### config.mk
export PLATFORM = sky130hd
export DESIGN_NAME = mini_alu_16bit_sched
export DESIGN_NICKNAME = d
export VERILOG_FILES = /design/src/rtl/mini_alu_pkg.sv /design/src/rtl/mini_ALU_16bit_ADD.sv /design/src/rtl/mini_alu_16bit_sched.sv
export SDC_FILE = /design/constraint.sdc
export NUM_CORES = 1
export LEC_CHECK = 0
export CORE_ASPECT_RATIO = 1.4
export CORE_MARGIN = 4
export CORE_UTILIZATION = 52
export DETAILED_ROUTE_END_ITERATION = 8
export PLACE_DENSITY_LB_ADDON = 0.2
export SLEW_MARGIN = 20
export SYNTH_ARGS = -nofsm -noshare
export SYNTH_HDL_FRONTEND = slang
export SYNTH_SLANG_ARGS = --single-unit
export TNS_END_PERCENT = 1
### constraint.sdc
create_clock -name clk -period 10.9 [get_ports clk]
set_clock_uncertainty 0.05 [all_clocks]
set_input_delay 1.09 -clock clk [delete_from_list [all_inputs] [get_ports clk]]
set_output_delay 1.09 -clock clk [all_outputs]
set_load 0.1 [all_outputs]
### src/rtl/mini_alu_pkg.sv
// Shared constants for the mini ALU scheduler: data width, opcodes, FSM encoding.
package mini_alu_pkg;

  localparam int DW    = 16;
  localparam int CNT_W = 4;

  // Last multiply step index; the step counter runs down from here to zero.
  localparam logic [CNT_W-1:0] MUL_LAST = 4'd15;

  localparam logic [1:0] OP_ADD = 2'b00;
  localparam logic [1:0] OP_SUB = 2'b01;
  localparam logic [1:0] OP_MUL = 2'b10;
  localparam logic [1:0] OP_ILL = 2'b11;

  typedef enum logic [2:0] {
    ST_IDLE = 3'd0,
    ST_ADD  = 3'd1,
    ST_NEG  = 3'd2,
    ST_MUL  = 3'd3,
    ST_RESP = 3'd4
  } state_e;

  // First execution state for an accepted opcode.
  function automatic state_e op_to_state(input logic [1:0] op);
    state_e st;
    case (op)
      OP_ADD:  st = ST_ADD;
      OP_SUB:  st = ST_NEG;
      OP_MUL:  st = ST_MUL;
      default: st = ST_RESP;
    endcase
    return st;
  endfunction

endpackage

### src/rtl/mini_ALU_16bit_ADD.sv
// 16-bit ripple-carry adder; the only arithmetic resource of the scheduler.
module mini_ALU_16bit_ADD
  import mini_alu_pkg::*;
(
  input  logic [DW-1:0] i_a,
  input  logic [DW-1:0] i_b,
  input  logic          i_cin,
  output logic [DW-1:0] o_sum,
  output logic          o_cout
);

  logic [DW:0] w_c;

  // Bit-serial carry chain, one full adder per bit.
  always_comb begin
    w_c    = '0;
    o_sum  = '0;
    w_c[0] = i_cin;
    for (int i = 0; i < DW; i++) begin
      o_sum[i]   = i_a[i] ^ i_b[i] ^ w_c[i];
      w_c[i+1]   = (i_a[i] & i_b[i]) | (w_c[i] & (i_a[i] ^ i_b[i]));
    end
  end

  assign o_cout = w_c[DW];

endmodule

### src/rtl/mini_alu_16bit_sched.sv
// Two-requester ALU scheduler: round-robin grant, one operation in flight,
// ADD/SUB/MUL sequenced over a single shared ripple adder.
//
// state | meaning
// IDLE  | waiting for a request; ready offered to the granted requester
// ADD   | one adder pass: a + b (b already negated for SUB)
// NEG   | b <= ~b + 1 ahead of the ADD pass of a subtract
// MUL   | 16 shift-and-add steps, one multiplier bit per cycle
// RESP  | result presented, held until the consumer accepts it
module mini_alu_16bit_sched
  import mini_alu_pkg::*;
#(
  parameter bit RR_INIT = 1'b0
) (
  input  logic          clk,
  input  logic          rst_n,
  input  logic          req0_valid,
  output logic          req0_ready,
  input  logic [1:0]    req0_op,
  input  logic [DW-1:0] req0_a,
  input  logic [DW-1:0] req0_b,
  input  logic          req1_valid,
  output logic          req1_ready,
  input  logic [1:0]    req1_op,
  input  logic [DW-1:0] req1_a,
  input  logic [DW-1:0] req1_b,
  output logic          rsp_valid,
  input  logic          rsp_ready,
  output logic          rsp_id,
  output logic [DW-1:0] rsp_result,
  output logic          rsp_ovf,
  output logic          busy
);

  state_e            r_state;
  state_e            w_next;
  logic              r_ptr;
  logic              r_id;
  logic [1:0]        r_op;
  logic [DW-1:0]     r_a;
  logic [DW-1:0]     r_b;
  logic [DW-1:0]     r_acc;
  logic              r_ovf;
  logic              r_lost;
  logic [CNT_W-1:0]  r_cnt;
  logic              r_rsp_valid;
  logic              r_rsp_id;
  logic [DW-1:0]     r_rsp_result;
  logic              r_rsp_ovf;

  logic              w_grant_vld;
  logic              w_grant_id;
  logic              w_hs;
  logic [1:0]        w_sel_op;
  logic [DW-1:0]     w_sel_a;
  logic [DW-1:0]     w_sel_b;
  logic [DW-1:0]     w_add_x;
  logic [DW-1:0]     w_add_y;
  logic              w_add_cin;
  logic [DW-1:0]     w_sum;
  logic              w_cout;

  mini_ALU_16bit_ADD u_add (
    .i_a    (w_add_x),
    .i_b    (w_add_y),
    .i_cin  (w_add_cin),
    .o_sum  (w_sum),
    .o_cout (w_cout)
  );

  // Round-robin arbitration; the pointer only matters when both are valid.
  always_comb begin
    w_grant_vld = 1'b0;
    w_grant_id  = 1'b0;
    if (req0_valid && req1_valid) begin
      w_grant_vld = 1'b1;
      w_grant_id  = r_ptr;
    end else if (req0_valid) begin
      w_grant_vld = 1'b1;
      w_grant_id  = 1'b0;
    end else if (req1_valid) begin
      w_grant_vld = 1'b1;
      w_grant_id  = 1'b1;
    end
  end

  assign w_sel_op = w_grant_id ? req1_op : req0_op;
  assign w_sel_a  = w_grant_id ? req1_a  : req0_a;
  assign w_sel_b  = w_grant_id ? req1_b  : req0_b;

  // Next-state and ready decode; ready is also held low while in reset.
  always_comb begin
    w_next     = r_state;
    w_hs       = 1'b0;
    req0_ready = 1'b0;
    req1_ready = 1'b0;
    case (r_state)
      ST_IDLE: begin
        if (w_grant_vld && rst_n) begin
          req0_ready = ~w_grant_id;
          req1_ready = w_grant_id;
          w_hs       = 1'b1;
          w_next     = op_to_state(w_sel_op);
        end
      end
      ST_ADD:  w_next = ST_RESP;
      ST_NEG:  w_next = ST_ADD;
      ST_MUL:  if (r_cnt == '0) w_next = ST_RESP;
      ST_RESP: if (r_rsp_valid && rsp_ready) w_next = ST_IDLE;
      default: w_next = ST_IDLE;
    endcase
  end

  // State register.
  always_ff @(posedge clk or negedge rst_n) begin
    if (!rst_n) r_state <= ST_IDLE;
    else        r_state <= w_next;
  end

  // Adder operand mux: negate b in NEG, accumulate partial products in MUL.
  always_comb begin
    w_add_x   = r_a;
    w_add_y   = r_b;
    w_add_cin = 1'b0;
    case (r_state)
      ST_NEG: begin
        w_add_x   = ~r_b;
        w_add_y   = '0;
        w_add_cin = 1'b1;
      end
      ST_MUL: begin
        w_add_x = r_acc;
        w_add_y = r_b[0] ? r_a : '0;
      end
      default: ;
    endcase
  end

  // Operand capture and per-state datapath updates.
  // For SUB, r_ovf carries the NEG-pass carry (set only when b == 0) into the
  // ADD pass, so borrow = no carry from either pass, i.e. a < b.
  // For MUL, r_a holds a << i and r_lost remembers any set bit shifted out.
  always_ff @(posedge clk or negedge rst_n) begin
    if (!rst_n) begin
      r_ptr  <= RR_INIT;
      r_id   <= 1'b0;
      r_op   <= OP_ADD;
      r_a    <= '0;
      r_b    <= '0;
      r_acc  <= '0;
      r_ovf  <= 1'b0;
      r_lost <= 1'b0;
      r_cnt  <= '0;
    end else begin
      case (r_state)
        ST_IDLE: begin
          if (w_hs) begin
            r_ptr  <= ~w_grant_id;
            r_id   <= w_grant_id;
            r_op   <= w_sel_op;
            r_a    <= w_sel_a;
            r_b    <= w_sel_b;
            r_acc  <= '0;
            r_ovf  <= (w_sel_op == OP_ILL);
            r_lost <= 1'b0;
            r_cnt  <= MUL_LAST;
          end
        end
        ST_NEG: begin
          r_b   <= w_sum;
          r_ovf <= w_cout;
        end
        ST_ADD: begin
          r_acc <= w_sum;
          r_ovf <= (r_op == OP_SUB) ? ~(w_cout | r_ovf) : w_cout;
        end
        ST_MUL: begin
          if (r_b[0]) begin
            r_acc <= w_sum;
            if (w_cout || r_lost) r_ovf <= 1'b1;
          end
          r_a    <= r_a << 1;
          r_lost <= r_lost | r_a[DW-1];
          r_b    <= r_b >> 1;
          r_cnt  <= r_cnt - 1'b1;
        end
        default: ;
      endcase
    end
  end

  // Response registers: loaded on RESP entry, held until accepted.
  always_ff @(posedge clk or negedge rst_n) begin
    if (!rst_n) begin
      r_rsp_valid  <= 1'b0;
      r_rsp_id     <= 1'b0;
      r_rsp_result <= '0;
      r_rsp_ovf    <= 1'b0;
    end else if (r_state == ST_RESP) begin
      if (!r_rsp_valid) begin
        r_rsp_valid  <= 1'b1;
        r_rsp_id     <= r_id;
        r_rsp_result <= r_acc;
        r_rsp_ovf    <= r_ovf;
      end else if (rsp_ready) begin
        r_rsp_valid  <= 1'b0;
      end
    end
  end

  assign rsp_valid  = r_rsp_valid;
  assign rsp_id     = r_rsp_id;
  assign rsp_result = r_rsp_result;
  assign rsp_ovf    = r_rsp_ovf;
  assign busy       = (r_state != ST_IDLE);

endmodule

Word level (Yosys, flattened, before mapping):

Cells that the tools add are included.

* register bits: 80
* word-level logic and storage cells: 175

* bitwise logic cells: 86
* $add $sub $neg: 1
* eq/ne operators: 14
* reductions and logical operators: 19
* muxes and demuxes: 41

Operator list (count)
* $mux W16: 7
* $pmux W16 S2: 3
* $pmux W16 S3: 2
* $and A1 B1 Y1: 32
* $xor A1 B1 Y1: 32
* $mux W1: 19
* $or A1 B1 Y1: 18
* $not A16 Y16: 1
* $pmux W3 S5: 1
* $ne A2 B2 Y1 const B: 6
* $mux W3: 3
* $pmux W3 S3: 1
* $reduce_bool A3 Y1: 3
* $pmux W4 S2: 1
* $reduce_and A2 Y1: 4
* $eq A3 B2 Y1 const B: 2
* $reduce_and A3 Y1: 2
* $eq A2 B1 Y1 const B: 2
* $eq A2 B2 Y1 const B: 2
* $logic_not A4 Y1: 1
* $mux W4: 1
* $pmux W1 S4: 1
* $reduce_and A4 Y1: 1
* $reduce_bool A4 Y1: 1
* 11 further kinds: 15

Longest topological paths before layout:

* depth after elaboration: 39
* depth in mapped cells: 29

Cells and area by module:

From an unflattened synthesis, not the netlist that was laid out.

* cell total of the unflattened synthesis: 465
* area, all modules: 4839.6 um^2

Modules (own cells, without submodules)
* mini_alu_16bit_sched: times used 1, area an instance 4481.8 um^2, cells an instance 439
* mini_ALU_16bit_ADD: times used 1, area an instance 357.8 um^2, cells an instance 26

Worst setup path before layout:

No wires, ideal clock.

* path type: register to register
* start point: reg r_state[0]
* end point: reg r_ovf
* arrival: 8.119 ns
* setup slack: 2.607 ns
* required time: 10.725 ns
* period minus slack after synthesis: 8.293 ns
* setup time: 0.125 ns
* cell stages (with the launch flop): 27
* path buffers: 2
* cell sequence: dfrtp_1 > buf_6 > buf_4 > nor3_1 > nor3_1 > ha_1 > a21o_1 > fa_1 > fa_1 > fa_1 > fa_1 > fa_1 > fa_1 > fa_1 > fa_1 > fa_1 > fa_1 > fa_1 > fa_1 > fa_1 > inv_1 > fa_1 > inv_1 > fa_1 > o311ai_1 > a31oi_1 > mux2_2

* word-level cells in the longest chain between the ends: 39

RTL lines
* start, declared: line mini_alu_16bit_sched.sv:35 `state_e r_state;`
* start signal, assigned: line mini_alu_16bit_sched.sv:117 `else r_state <= w_next;`
* $eq A3 B2 Y1: line mini_alu_16bit_sched.sv:125, mini_alu_16bit_sched.sv:155
* $pmux W16 S2: line mini_alu_16bit_sched.sv:125 `case (r_state)`
* $xor A1 B1 Y1: line mini_ALU_16bit_ADD.sv:21 `w_c[i+1] = (i_a[i] & i_b[i]) | (w_c[i] & (i_a[i] ^ i_b[i]));`
* $and A1 B1 Y1: line mini_ALU_16bit_ADD.sv:21
* $or A1 B1 Y1: line mini_ALU_16bit_ADD.sv:21
* $and A1 B1 Y1: line mini_ALU_16bit_ADD.sv:21
* $or A1 B1 Y1: line mini_ALU_16bit_ADD.sv:21
* $and A1 B1 Y1: line mini_ALU_16bit_ADD.sv:21
* (+23 left out)
* $and A1 B1 Y1: line mini_ALU_16bit_ADD.sv:21
* $or A1 B1 Y1: line mini_ALU_16bit_ADD.sv:21
* $and A1 B1 Y1: line mini_ALU_16bit_ADD.sv:21
* $or A1 B1 Y1: line mini_ALU_16bit_ADD.sv:21
* $or A1 B1 Y1: line mini_alu_16bit_sched.sv:175 `r_ovf <= (r_op == OP_SUB) ? ~(w_cout | r_ovf) : w_cout;`
* $not A1 Y1: line mini_alu_16bit_sched.sv:175
* $mux W1: line mini_alu_16bit_sched.sv:175
* $pmux W1 S4: line mini_alu_16bit_sched.sv:155 `case (r_state)`
* end signal, assigned: line mini_alu_16bit_sched.sv:164 `r_ovf <= (w_sel_op == OP_ILL);`
* end signal, assigned: line mini_alu_16bit_sched.sv:171 `r_ovf <= w_cout;`
* end signal, assigned: line mini_alu_16bit_sched.sv:175
* end, declared: line mini_alu_16bit_sched.sv:43 `logic r_ovf;`

Parallel ways exist; a longest one is shown, timed or not.
A chain may end at the register's enable or synchronous reset.

Worst setup path after layout:

* start point: reg r_state[2]
* end point: reg r_ovf

The elaborated chain is that of the path after synthesis.

==> impl_metrics.json <==
{
  "totalNegativeSetupSlack_ns": 0,
  "drt_iter0_markers": 238,
  "area_delta_synth_final_pct": 25.2,
  "drt_drc_violations_left": 0,
  "dieWidth_um": 88.4,
  "clk-insertion-delay-late_ns": 0.34,
  "n_antenna_cell": 0,
  "ctsLongestPathBuffers": 2,
  "period_minus_slack_ns": 8.86,
  "setup_ws_ns": 2.04,
  "grt_remaining_overflow": 0,
  "crit_path_max_fanout": 30,
  "finalCoreUtilization_pct": 67.7,
  "synth_warnings": 0,
  "placed_cells_incl_taps": 635,
  "unrepaired_setup_endpoints_after_global_routing": "false",
  "cp-end-kind": "flop",
  "hp-class": "flop to flop",
  "grt_antenna_before_repair": 0,
  "finalSetupViolCount": 0,
  "synth_edf_count": 0,
  "ir_worst_vdd_mv": 0.214,
  "coreArea_um2": 8710,
  "maxClockFrequency_mhz": 113,
  "die_area_um2": 10700,
  "clock-root-buffer": "clkbuf_16",
  "max_cap_viol_count": 0,
  "grt_pass1_vias": 3957,
  "floorplan.die.height_um": 121,
  "viasPerCell": 5.96,
  "clock_tree_from_tritoncts": "built",
  "cts_htree_levels": 3,
  "crit_arrival_ns": 9.03,
  "initial_utilization_pct": 54.1,
  "io_buffers": 94,
  "top_level_ports": 95,
  "postCtsHoldBufs": 0,
  "clock_sink_count": 80,
  "postSynth.asyncResetShare_pct": 100,
  "tritoncts.num_buffers": 9,
  "drtAntennaViolNets": 0,
  "clkTransAtPathRegs_ns": 0.06,
  "grt_first_pass_wirelength_um": 19500,
  "unique_masters_post_synth": 48,
  "yosysSeqAreaShare_pct": 42.5,
  "route.vias.total": 3881,
  "reg2reg_setup_slack_ns": 2.04,
  "placement_row_count": 40,
  "detail_routed_net_length_per_standard_cell_um": 18.3,
  "nNetsFinal": 633,
  "ys_top_cells_by_area": "dfrtp_1 (43%), fa_1 (6.4%), a22o_1 (6.3%), mux2_2 (5.7%), nand2_1 (4.6%)",
  "timing_worst_slew_pin_value_ns": 1.04,
  "finalWeightedCongestion": 0.882,
  "p_per_area_nw_per_um2": 344,
  "wirelength_um": 11900,
  "maxSlewHeadroom_pct": 30.8,
  "grt_usage_pct": 23.6,
  "synth_instances": 465,
  "postSynthAreaPerCell_um2": 10.1,
  "grt_start_max_net_pins": 54,
  "run_status": "finished clean",
  "path_class": "flop to flop",
  "instances_no_fill": 651,
  "post_cts.resized_instances": 0,
  "static-leakage-power_uw": 0.00256,
  "cts_setup_buffers": 0,
  "synth_seq_cells": 80,
  "syn_nets": 557,
  "drt_pre_antenna_iters": 5,
  "syn_area_um2": 4710,
  "layout-drive-gt1-share_pct": 11.5,
  "min_period_over_period_pct": 81.3,
  "ys.flop_type": "dfrtp_1",
  "pre_cts_ws_ns": 2.05,
  "finalHoldViolations": 0,
  "synth_largest_area_cell": "dfrtp_1",
  "timing.critical_path.required_ns": 11.07,
  "element_type_at_the_critical_path_start": "flop",
  "final_max_slew_violation_count": 0,
  "synth.top_cell.area_share_pct": 42.5,
  "power.total_uw": 2030,
  "dp.final_hpwl_um": 8820
}
==> critical path, stage by stage (launching register included) <==
cell      delay (ns)
dfrtp_1         0.65
nand2b_2        0.54
o21ai_0         0.18
ha_1            0.34
a21o_1          0.18
fa_1            0.40
fa_1            0.42
fa_1            0.40
fa_1            0.40
fa_1            0.39
fa_1            0.39
fa_1            0.39
fa_1            0.39
fa_1            0.41
fa_1            0.47
fa_1            0.47
fa_1            0.46
fa_1            0.44
inv_1           0.09
fa_1            0.17
inv_1           0.05
fa_1            0.42
o311ai_1        0.30
a31oi_1         0.06
mux2_2          0.29
==> registers in the layout, indices dropped and copies added, names as in the netlist <==
register and flops:
r_a 16, r_acc 16, r_b 16, r_cnt 4
r_id 1, r_lost 1, r_op 2, r_ovf 1
r_ptr 1, r_state 3, rsp_id 1, rsp_ovf 1
rsp_result 16, rsp_valid 1
==> report_power, final <==
group	total, uW	switching (uW)	internal, uW	leakage (uW)
sequential	559	138	420	0.000978
clock	277	123	154	0.000135
combinational	1190	691	502	0.00144
total	2030	952	1080	0.00256
==> layer usage <==
layer  wire, um  global-route usage (%)  vias up
met3        577                    4.02       19
met1       5310                    31.5     1904
li1           -                       -     1840
met4        223                    8.22        0
met5          0                       0        -
met2       5820                    38.3      118
==> path summary, 6_finish.rpt <==
path                                        startpoint                         end  cells after the start
worst max-delay path            r_state[2]$_DFFE_PN0P_           r_ovf$_DFFE_PN0P_                     24
min in group asynchronous                        rst_n  rsp_result[10]$_DFFE_PN0P_                      1
max in group asynchronous                        rst_n      r_state[0]$_DFFE_PN0P_                      2
worst min-delay path                  r_id$_DFFE_PN0P_            r_id$_DFFE_PN0P_                      1
worst max register to register  r_state[2]$_DFFE_PN0P_           r_ovf$_DFFE_PN0P_                     24
worst min register to register        r_id$_DFFE_PN0P_            r_id$_DFFE_PN0P_                      1
==> area by class of cell <==
class	count	area, um^2
inverters	15	56.3
multi-input cells	337	2460
well taps	105	131
clock buffers	9	225
repair buffers	98	968
fillers	710	2810
clock inverters	7	48.8
flip-flops and latches	80	2000
==> cells in the final DEF, fill, tap and decap left out, types with 5 or more instances in the layout <==
| master | instances |
|---|---|
| clkdlybuf4s50_1 | 93 |
| dfrtp_1 | 79 |
| nand2_1 | 58 |
| a22o_1 | 34 |
| o21ai_0 | 33 |
| nor2_1 | 28 |
| mux2_2 | 24 |
| a21oi_1 | 23 |
| a31oi_1 | 21 |
| o22ai_1 | 18 |
| fa_1 | 15 |
| inv_1 | 13 |
| mux2i_1 | 13 |
| mux2_1 | 10 |
| clkbuf_16 | 9 |
| a22oi_1 | 8 |
| buf_4 | 5 |
==> cells by family (layout without fill, tap and decap cells) <==
family	after synthesis	after routing	synth area share [%]
AO/OA/AOI/OAI	160	160	23.1
AND/OR/NAND/NOR	110	110	10.7
flip-flops	80	80	42.5
buffers and inverters	48	129	5.21
multiplexers	47	47	10.9
adder cells (fa/ha/maj)	19	19	7.44
XOR/XNOR	1	1	0.186
==> synthesized netlist by cell type (4+ instances only) <==
cell type	instances
dfrtp_1	80
nand2_1	58
a22o_1	34
o21ai_0	33
nor2_1	28
mux2_2	24
a21oi_1	23
a31oi_1	21
o22ai_1	18
buf_2	16
fa_1	15
inv_1	13
mux2i_1	13
mux2_1	10
a22oi_1	8
clkbuf_1	7
buf_4	6
ha_1	4
nand2b_1	4
o211ai_1	4
o21a_1	4
==> per-stage QoR <==
| stage | hold slack, ns | instance area (um^2) |
|---|---|---|
| floorplan | 0.392 | 4710 |
| global placement | 0.408 | 5620 |
| detailed placement | 0.415 | 5620 |
| CTS | 0.429 | 5900 |
| global route | 0.453 | 5900 |
| finish | 0.426 | 5900 |
(Power assumes the default switching activity.)
